[src/rtl/pa_pkg.sv]
// Shared constants and the instruction record used by the operand fetch stage.
package pa_pkg;

    localparam int PA_DATA_W     = 16;
    localparam int PA_REG_ADDR_W = 5;
    localparam int PA_REG_COUNT  = 32;

    localparam logic [1:0] FT_NOP   = 2'd0;
    localparam logic [1:0] FT_ARITH = 2'd1;
    localparam logic [1:0] FT_LDST  = 2'd2;
    localparam logic [1:0] FT_FLOW  = 2'd3;

    localparam logic FMT_RR = 1'b0;
    localparam logic FMT_RI = 1'b1;

    typedef struct packed {
        logic [6:0]  opcode;
        logic [1:0]  ftype;
        logic        fmt;
        logic [4:0]  prim;
        logic [15:0] sec;
        logic        p_read;
        logic        p_write;
        logic        s_read;
    } fetch_instr_t;

    // The secondary field names a register only for reads in register-register form.
    function automatic logic sec_is_reg(input logic s_read, input logic fmt);
        return s_read && (fmt == FMT_RR);
    endfunction

endpackage

[src/rtl/operand_fetch_if.sv]
// Decode-side, writeback-side and execute-side signals of the operand fetch stage.
// Handshake: the stage accepts enable_i only while stall_o is low; while stall_o is
// high decode must hold its instruction and enable_i is ignored. enable_o is a
// one-cycle valid toward execute with no backpressure.
interface operand_fetch_if #(
    parameter int DATA_W     = pa_pkg::PA_DATA_W,
    parameter int REG_ADDR_W = pa_pkg::PA_REG_ADDR_W
);
    logic                  enable_i;
    logic [6:0]            opcode_i;
    logic [1:0]            functionType_i;
    logic                  format_i;
    logic [4:0]            primOperand_i;
    logic [15:0]           secOperand_i;
    logic                  pRead_i;
    logic                  pWrite_i;
    logic                  sRead_i;
    logic                  wbEnable_i;
    logic [REG_ADDR_W-1:0] wbReg_i;
    logic [DATA_W-1:0]     wbData_i;

    logic                  stall_o;
    logic                  enable_o;
    logic [6:0]            opcode_o;
    logic [1:0]            functionType_o;
    logic [REG_ADDR_W-1:0] destReg_o;
    logic                  pWrite_o;
    logic [DATA_W-1:0]     primVal_o;
    logic [DATA_W-1:0]     secVal_o;

    modport master (
        output enable_i, opcode_i, functionType_i, format_i, primOperand_i, secOperand_i,
               pRead_i, pWrite_i, sRead_i, wbEnable_i, wbReg_i, wbData_i,
        input  stall_o, enable_o, opcode_o, functionType_o, destReg_o, pWrite_o,
               primVal_o, secVal_o
    );

    modport slave (
        input  enable_i, opcode_i, functionType_i, format_i, primOperand_i, secOperand_i,
               pRead_i, pWrite_i, sRead_i, wbEnable_i, wbReg_i, wbData_i,
        output stall_o, enable_o, opcode_o, functionType_o, destReg_o, pWrite_o,
               primVal_o, secVal_o
    );
endinterface

[src/rtl/reg_file_2r1w.sv]
// Architectural register file: two asynchronous read ports, one synchronous write port.
module reg_file_2r1w #(
    parameter int DATA_W    = 16,
    parameter int REG_COUNT = 32,
    parameter int ADDR_W    = 5
) (
    input  logic              i_clk,
    input  logic              i_rst,
    input  logic              i_we,
    input  logic [ADDR_W-1:0] i_waddr,
    input  logic [DATA_W-1:0] i_wdata,
    input  logic [ADDR_W-1:0] i_raddr_a,
    output logic [DATA_W-1:0] o_rdata_a,
    input  logic [ADDR_W-1:0] i_raddr_b,
    output logic [DATA_W-1:0] o_rdata_b
);
    logic [DATA_W-1:0] r_mem [REG_COUNT];

    always_ff @(posedge i_clk or posedge i_rst) begin
        if (i_rst) begin
            for (int i = 0; i < REG_COUNT; i++) r_mem[i] <= '0;
        end else if (i_we) begin
            r_mem[i_waddr] <= i_wdata;
        end
    end

    assign o_rdata_a = r_mem[i_raddr_a];
    assign o_rdata_b = r_mem[i_raddr_b];
endmodule

[src/rtl/operand_fetch.sv]
// Operand fetch stage: register read, pending-write scoreboard, one-entry hold
// register for hazards, and same-cycle writeback forwarding.
module operand_fetch
    import pa_pkg::*;
#(
    parameter int DATA_W     = PA_DATA_W,
    parameter int REG_COUNT  = PA_REG_COUNT,
    parameter int REG_ADDR_W = PA_REG_ADDR_W
) (
    input logic clock_i,
    input logic reset_i,
    operand_fetch_if.slave bus
);
    fetch_instr_t          r_hold;
    logic                  r_hold_valid;
    logic [REG_COUNT-1:0]  r_pending;

    fetch_instr_t          w_cand;
    logic                  w_cand_valid;
    logic                  w_is_nop, w_p_read, w_p_write, w_s_reg;
    logic [REG_ADDR_W-1:0] w_prim_idx, w_sec_idx;
    logic [REG_COUNT-1:0]  w_wb_mask, w_set_mask, w_busy;
    logic                  w_hazard, w_issue;
    logic [DATA_W-1:0]     w_rd_a, w_rd_b, w_prim_val, w_sec_val;

    reg_file_2r1w #(.DATA_W(DATA_W), .REG_COUNT(REG_COUNT), .ADDR_W(REG_ADDR_W)) u_rf (
        .i_clk     (clock_i),
        .i_rst     (reset_i),
        .i_we      (bus.wbEnable_i),
        .i_waddr   (bus.wbReg_i),
        .i_wdata   (bus.wbData_i),
        .i_raddr_a (w_prim_idx),
        .o_rdata_a (w_rd_a),
        .i_raddr_b (w_sec_idx),
        .o_rdata_b (w_rd_b)
    );

    // Held instruction has priority; a new one from decode is only seen when none is held.
    always_comb begin
        w_cand       = r_hold;
        w_cand_valid = r_hold_valid;
        if (!r_hold_valid) begin
            w_cand       = '{bus.opcode_i, bus.functionType_i, bus.format_i, bus.primOperand_i,
                             bus.secOperand_i, bus.pRead_i, bus.pWrite_i, bus.sRead_i};
            w_cand_valid = bus.enable_i;
        end
    end

    assign w_is_nop   = (w_cand.ftype == FT_NOP);
    assign w_p_read   = w_cand.p_read && !w_is_nop;
    assign w_p_write  = w_cand.p_write && !w_is_nop;
    assign w_s_reg    = sec_is_reg(w_cand.s_read, w_cand.fmt) && !w_is_nop;
    assign w_prim_idx = REG_ADDR_W'(w_cand.prim);
    assign w_sec_idx  = w_cand.sec[REG_ADDR_W-1:0];

    // A register written back this cycle is treated as ready and forwarded.
    always_comb begin
        w_wb_mask = '0;
        if (bus.wbEnable_i) w_wb_mask[bus.wbReg_i] = 1'b1;
    end
    assign w_busy = r_pending & ~w_wb_mask;

    assign w_hazard = ((w_p_read || w_p_write) && w_busy[w_prim_idx]) ||
                      (w_s_reg && w_busy[w_sec_idx]);
    assign w_issue  = w_cand_valid && !w_hazard;

    assign w_prim_val = (bus.wbEnable_i && bus.wbReg_i == w_prim_idx) ? bus.wbData_i : w_rd_a;
    assign w_sec_val  = (bus.wbEnable_i && bus.wbReg_i == w_sec_idx)  ? bus.wbData_i : w_rd_b;

    always_comb begin
        w_set_mask = '0;
        if (w_issue && w_p_write) w_set_mask[w_prim_idx] = 1'b1;
    end

    assign bus.stall_o = r_hold_valid;

    // Set wins over clear when an issuing writer and a writeback hit the same register.
    always_ff @(posedge clock_i or posedge reset_i) begin
        if (reset_i) r_pending <= '0;
        else         r_pending <= (r_pending & ~w_wb_mask) | w_set_mask;
    end

    always_ff @(posedge clock_i or posedge reset_i) begin
        if (reset_i) begin
            r_hold             <= '0;
            r_hold_valid       <= 1'b0;
            bus.enable_o       <= 1'b0;
            bus.opcode_o       <= '0;
            bus.functionType_o <= '0;
            bus.destReg_o      <= '0;
            bus.pWrite_o       <= 1'b0;
            bus.primVal_o      <= '0;
            bus.secVal_o       <= '0;
        end else if (w_issue) begin
            r_hold_valid       <= 1'b0;
            bus.enable_o       <= 1'b1;
            bus.opcode_o       <= w_cand.opcode;
            bus.functionType_o <= w_cand.ftype;
            bus.destReg_o      <= w_prim_idx;
            bus.pWrite_o       <= w_cand.p_write;
            bus.primVal_o      <= w_p_read ? w_prim_val : '0;
            bus.secVal_o       <= w_s_reg ? w_sec_val : DATA_W'(w_cand.sec);
        end else begin
            bus.enable_o <= 1'b0;
            if (w_cand_valid) begin
                r_hold       <= w_cand;
                r_hold_valid <= 1'b1;
            end
        end
    end
endmodule

[src/flat_wrapper.sv]
// flat-port wrapper written by rule: the top's interface ports become plain ports
module operand_fetch_flat import pa_pkg::*;
#(
    parameter int DATA_W     = PA_DATA_W,
    parameter int REG_COUNT  = PA_REG_COUNT,
    parameter int REG_ADDR_W = PA_REG_ADDR_W
)
  (clock_i, reset_i, bus_enable_i, bus_opcode_i, bus_functionType_i, bus_format_i, bus_primOperand_i, bus_secOperand_i, bus_pRead_i, bus_pWrite_i, bus_sRead_i, bus_wbEnable_i, bus_wbReg_i, bus_wbData_i, bus_stall_o, bus_enable_o, bus_opcode_o, bus_functionType_o, bus_destReg_o, bus_pWrite_o, bus_primVal_o, bus_secVal_o);
  operand_fetch_if #(.DATA_W(DATA_W), .REG_ADDR_W(REG_ADDR_W)) bus_i ();
  input logic clock_i;
  input logic reset_i;
  input wire logic [$bits(bus_i.enable_i)-1:0] bus_enable_i;
  input wire logic [$bits(bus_i.opcode_i)-1:0] bus_opcode_i;
  input wire logic [$bits(bus_i.functionType_i)-1:0] bus_functionType_i;
  input wire logic [$bits(bus_i.format_i)-1:0] bus_format_i;
  input wire logic [$bits(bus_i.primOperand_i)-1:0] bus_primOperand_i;
  input wire logic [$bits(bus_i.secOperand_i)-1:0] bus_secOperand_i;
  input wire logic [$bits(bus_i.pRead_i)-1:0] bus_pRead_i;
  input wire logic [$bits(bus_i.pWrite_i)-1:0] bus_pWrite_i;
  input wire logic [$bits(bus_i.sRead_i)-1:0] bus_sRead_i;
  input wire logic [$bits(bus_i.wbEnable_i)-1:0] bus_wbEnable_i;
  input wire logic [$bits(bus_i.wbReg_i)-1:0] bus_wbReg_i;
  input wire logic [$bits(bus_i.wbData_i)-1:0] bus_wbData_i;
  output wire logic [$bits(bus_i.stall_o)-1:0] bus_stall_o;
  output wire logic [$bits(bus_i.enable_o)-1:0] bus_enable_o;
  output wire logic [$bits(bus_i.opcode_o)-1:0] bus_opcode_o;
  output wire logic [$bits(bus_i.functionType_o)-1:0] bus_functionType_o;
  output wire logic [$bits(bus_i.destReg_o)-1:0] bus_destReg_o;
  output wire logic [$bits(bus_i.pWrite_o)-1:0] bus_pWrite_o;
  output wire logic [$bits(bus_i.primVal_o)-1:0] bus_primVal_o;
  output wire logic [$bits(bus_i.secVal_o)-1:0] bus_secVal_o;
  assign bus_i.enable_i = bus_enable_i;
  assign bus_i.opcode_i = bus_opcode_i;
  assign bus_i.functionType_i = bus_functionType_i;
  assign bus_i.format_i = bus_format_i;
  assign bus_i.primOperand_i = bus_primOperand_i;
  assign bus_i.secOperand_i = bus_secOperand_i;
  assign bus_i.pRead_i = bus_pRead_i;
  assign bus_i.pWrite_i = bus_pWrite_i;
  assign bus_i.sRead_i = bus_sRead_i;
  assign bus_i.wbEnable_i = bus_wbEnable_i;
  assign bus_i.wbReg_i = bus_wbReg_i;
  assign bus_i.wbData_i = bus_wbData_i;
  assign bus_stall_o = bus_i.stall_o;
  assign bus_enable_o = bus_i.enable_o;
  assign bus_opcode_o = bus_i.opcode_o;
  assign bus_functionType_o = bus_i.functionType_o;
  assign bus_destReg_o = bus_i.destReg_o;
  assign bus_pWrite_o = bus_i.pWrite_o;
  assign bus_primVal_o = bus_i.primVal_o;
  assign bus_secVal_o = bus_i.secVal_o;
  operand_fetch #(.DATA_W(DATA_W), .REG_COUNT(REG_COUNT), .REG_ADDR_W(REG_ADDR_W)) u_core (.clock_i(clock_i), .reset_i(reset_i), .bus(bus_i));
endmodule
[config.mk]
export PLATFORM = sky130hd
export DESIGN_NAME = operand_fetch_flat
export DESIGN_NICKNAME = d
export VERILOG_FILES = /design/src/rtl/pa_pkg.sv /design/src/rtl/operand_fetch_if.sv /design/src/rtl/reg_file_2r1w.sv /design/src/rtl/operand_fetch.sv /design/src/flat_wrapper.sv
export SDC_FILE = /design/constraint.sdc
export NUM_CORES = 2
export LEC_CHECK = 0
export ABC_AREA = 1
export BUFFER_PORTS_ARGS = -buffer_cell sky130_fd_sc_hd__clkbuf_2
export CAP_MARGIN = 40
export CORE_MARGIN = 3
export CORE_UTILIZATION = 25
export DETAILED_ROUTE_END_ITERATION = 12
export PLACE_DENSITY = 0.39
export SETUP_SLACK_MARGIN = 0.2
export SKIP_LAST_GASP = 1
export SYNTH_ARGS = -nofsm -noshare
export SYNTH_HDL_FRONTEND = slang
export SYNTH_SLANG_ARGS = --single-unit
export TNS_END_PERCENT = 1
[constraint.sdc]
create_clock -name clock_i -period 46.8 [get_ports clock_i]
set_clock_uncertainty 0.2 [all_clocks]
set_input_delay 7.02 -clock clock_i [delete_from_list [all_inputs] [get_ports clock_i]]
set_output_delay 7.02 -clock clock_i [all_outputs]
set_load 0.05 [all_outputs]
==> results.yml <==
floorplan:
  die-area_um2: 135000
  die_width_um: 368
  core.rowCount: 132
  floorplan.io_pins: 108
  core_area_um2: 130000
  dieHeight_um: 368
  initial_utilization: 0.252
logic_synthesis:
  synth_seq_area_share: 0.479
  top_flip_flop_cell_by_instance_count_after_synthesis: "sky130_fd_sc_hd__dfrtp_1"
  synth.avg_cell_area_um2: 7.56
  syn_inst: 4327
  synth_edf_count: 0
  synthesis.nets: 4386
  yosys_warnings: 0
  netlist_area_um2: 32700
  fraction_of_synthesis_flops_using_an_asynchronous_set_or_reset_pin: 1.00
  synth.ff_latch_count: 627
  post_synth_num_cell_types: 36
run_status:
  result_of_the_run: "finished clean"
clocking:
  insertion_delay_ns: 0.66
  cts_setup_buffers: 0
  numClockSinks: 627
  cts-htree-levels: 3
  tritoncts: "built"
  clockRootBuffer: "sky130_fd_sc_hd__clkbuf_16"
  clk_pin_slew_worst_paths_ns: 0.06
  post_cts_resized: 0
  cts_buffer_depth: 3
  cts-buffers-inserted: 81
  hold_buffers: 0
drt:
  routed_via_density: 5.20
  final_ant_viol_nets: 0
  length_of_the_first_detailed_routing_pass_in_iterations: 5
  avgRoutedWirePerCell_um: 25.4
  drc: 0
  detailroute.via_count: 31600
  drt_wl_total_mm: 154
  drt_iter0_drc: 3410
pwr:
  leakage_uw: 0.0172
  power.density_cell_area_nw_per_um2: 62.0
  worst_ir_drop_vdd_mv: 0.0265
sta:
  timing.slew.headroom: 0.382
  transition_time_at_the_pin_with_the_least_slew_margin_ns: 0.917
  post-route-period-util: 0.246
  drv_slew: 0
  unrepaired_setup_endpoints_after_global_routing: "no"
  clock.fmax_mhz: 86.9
  final-hold-violation-count: 0
  hold_slack_ns: 0.279
  final.setup.worst_slack_ns: 35.29
  finalSetupTns_ns: 0
  finalSetupViolCount: 0
  final_period_minus_worst_setup_slack_ns: 11.51
critical_path:
  worstPathMaxFanout: 57
  critical_path_class: "input port to register"
  critical_path_arrival_ns: 11.90
  timing.critical_path.required_ns: 47.19
  crit_path_end_kind: "register"
  critical_path_source_type: "input port"
placement:
  place.gp.congestion: 0.820
  dp_hpwl_mm: 94.5
  number_of_port_buffers: 107
  place_ws_ns: 34.66
global_routing:
  first_global_vias: 30500
  grt-ovfl-total: 0
  grt_start_max_net_pins: 158
  grt_util_all_layers: 0.224
  number_of_antenna_violations_at_the_first_check_in_global_routing: 3
  met1_usage: 0.314
  busiest_layer: "met2"
  wire_length_of_the_first_global_routing_pass_mm: 225
  met2_usage: 0.354
  global_route.usage.met3: 0.0298
cells_and_area:
  storage_cell_area_um2: 15700
  num-nets-final: 4321
  nFillCells: 14200
  area_of_combinational_cells_with_multiple_inputs_um2: 15000
  drive_above_1_share: 0.0967
  area_growth_syn_to_layout_pct: 16.0
flow_run:
  cap_viol_max_count: 0
min_path:
  hold_class: "register to register"
where the power goes:
group          internal, uW  leakage (uW)  switching [uW]  total [uW]
registers               669       0.00809            91.0         760
clock network           380       0.00132             257         637
logic                   252       0.00783             705         957
state kept, by name (all words and copies together) (netlist names):
register / count
u_core.bus.stall_o: 1
u_core.bus.enable_o: 1
u_core.bus.opcode_o: 7
u_core.r_pending: 32
u_core.bus.secVal_o: 16
u_core.r_hold: 34
u_core.bus.functionType_o: 2
u_core.bus.destReg_o: 5
u_core.bus.primVal_o: 16
u_core.bus.pWrite_o: 1
u_core.u_rf.r_mem: 512
metal layers:
layer  vias up  part of all wire
li1      14600                 -
met4         2             0.035
met5         -          0.000084
met1     15600              0.45
met3       206             0.059
met2      1193              0.45
synthesized netlist by cell type (7+ instances only):
library cell,n,share of area
sky130_fd_sc_hd__a21oi_1,88,0.013
sky130_fd_sc_hd__buf_1,21,0.0024
sky130_fd_sc_hd__buf_2,82,0.013
sky130_fd_sc_hd__buf_4,16,0.0037
sky130_fd_sc_hd__clkbuf_1,242,0.028
sky130_fd_sc_hd__dfrtp_1,627,0.48
sky130_fd_sc_hd__inv_1,141,0.016
sky130_fd_sc_hd__inv_2,9,0.0010
sky130_fd_sc_hd__nand2_1,1128,0.13
sky130_fd_sc_hd__nand3_1,273,0.042
sky130_fd_sc_hd__nor2_1,349,0.040
sky130_fd_sc_hd__o211ai_1,155,0.036
sky130_fd_sc_hd__o21a_1,15,0.0034
sky130_fd_sc_hd__o21ai_0,875,0.13
sky130_fd_sc_hd__o21ai_1,37,0.0057
sky130_fd_sc_hd__o21bai_1,13,0.0030
sky130_fd_sc_hd__o22ai_1,180,0.034
sky130_fd_sc_hd__o31ai_1,7,0.0016
sky130_fd_sc_hd__or2_2,23,0.0044
layout make-up:
| cell class | count | area share |
|---|---|---|
| Clock inverter | 20 | 0.00564 |
| Inverter | 153 | 0.0158 |
| Antenna cell | 2 | 0.000132 |
| Sequential cell | 627 | 0.413 |
| Multi-Input combinational cell | 3180 | 0.395 |
| Clock buffer | 125 | 0.0644 |
| Timing Repair Buffer | 219 | 0.0479 |
| Tap cell | 1742 | 0.0574 |
worst max-delay path: stages:
cell	delay (ns)
sky130_fd_sc_hd__clkbuf_2	0.07
sky130_fd_sc_hd__nand2_1	0.09
sky130_fd_sc_hd__nand2_4	0.62
sky130_fd_sc_hd__clkinv_2	0.53
sky130_fd_sc_hd__buf_4	0.49
sky130_fd_sc_hd__buf_4	0.41
sky130_fd_sc_hd__nand3_1	0.16
sky130_fd_sc_hd__nand2_1	0.06
sky130_fd_sc_hd__nand2_1	0.06
sky130_fd_sc_hd__nand3_1	0.07
sky130_fd_sc_hd__nand3_1	0.09
sky130_fd_sc_hd__nand2_2	0.05
sky130_fd_sc_hd__buf_4	0.27
sky130_fd_sc_hd__nor2_4	0.71
sky130_fd_sc_hd__buf_4	0.71
sky130_fd_sc_hd__nand3_1	0.17
sky130_fd_sc_hd__nand2_1	0.10
path summary, 6_finish.rpt:
path                                                 from                                 end  slack [ns]  cells after the start
setup / recovery                      bus_secOperand_i[2]      u_core.r_pending[23]$_DFF_PP0_       35.29                     17
hold / removal              u_core.r_hold[33]$_DFFE_PP0P_       u_core.r_hold[33]$_DFFE_PP0P_        0.28                      2
setup reg to reg           u_core.bus.stall_o$_DFFE_PP0P_      u_core.r_pending[23]$_DFF_PP0_       40.77                     17
hold reg to reg             u_core.r_hold[33]$_DFFE_PP0P_       u_core.r_hold[33]$_DFFE_PP0P_        0.28                      2
max in group asynchronous                         reset_i  u_core.u_rf.r_mem[293]$_DFFE_PP0P_       37.40                      8
min in group asynchronous                         reset_i   u_core.u_rf.r_mem[77]$_DFFE_PP0P_        6.13                      2
layout by cell type, fill, tap and decap left out, types with 83 or more instances in the layout:
cell type and instances:
sky130_fd_sc_hd__clkbuf_2 107, sky130_fd_sc_hd__nand2_1 1110, sky130_fd_sc_hd__o22ai_1 180, sky130_fd_sc_hd__o211ai_1 155, sky130_fd_sc_hd__dfrtp_1 626, sky130_fd_sc_hd__inv_1 137, sky130_fd_sc_hd__nand3_1 273, sky130_fd_sc_hd__a21oi_1 88
sky130_fd_sc_hd__o21ai_0 875, sky130_fd_sc_hd__nor2_1 345, sky130_fd_sc_hd__clkbuf_16 83
metrics by stage:
| stage | total power [uW] | area [um^2] | cells | util |
|---|---|---|---|---|
| detailed placement | 1720 | 35300 | 5921 | 0.272 |
| CTS | 2370 | 38000 | 6066 | 0.292 |
| global placement | 1710 | 34700 | 5891 | 0.267 |
| global route | 2490 | 38000 | 6066 | 0.292 |
| floorplan | 1340 | 32700 | 4327 | - |
| finish | 2350 | 38000 | 6068 | 0.292 |
logic make-up after synthesis:
group                     after synthesis  synth area share
and+or+nand+nor                      1799             0.221
AOI/OAI and AO/OA                    1377             0.233
DFF                                   627             0.479
buffers and inverters                 520            0.0659
xor gates and xnor gates                2          0.000535
muxes                                   2          0.000612
Power figures use the tool's default switching activity.
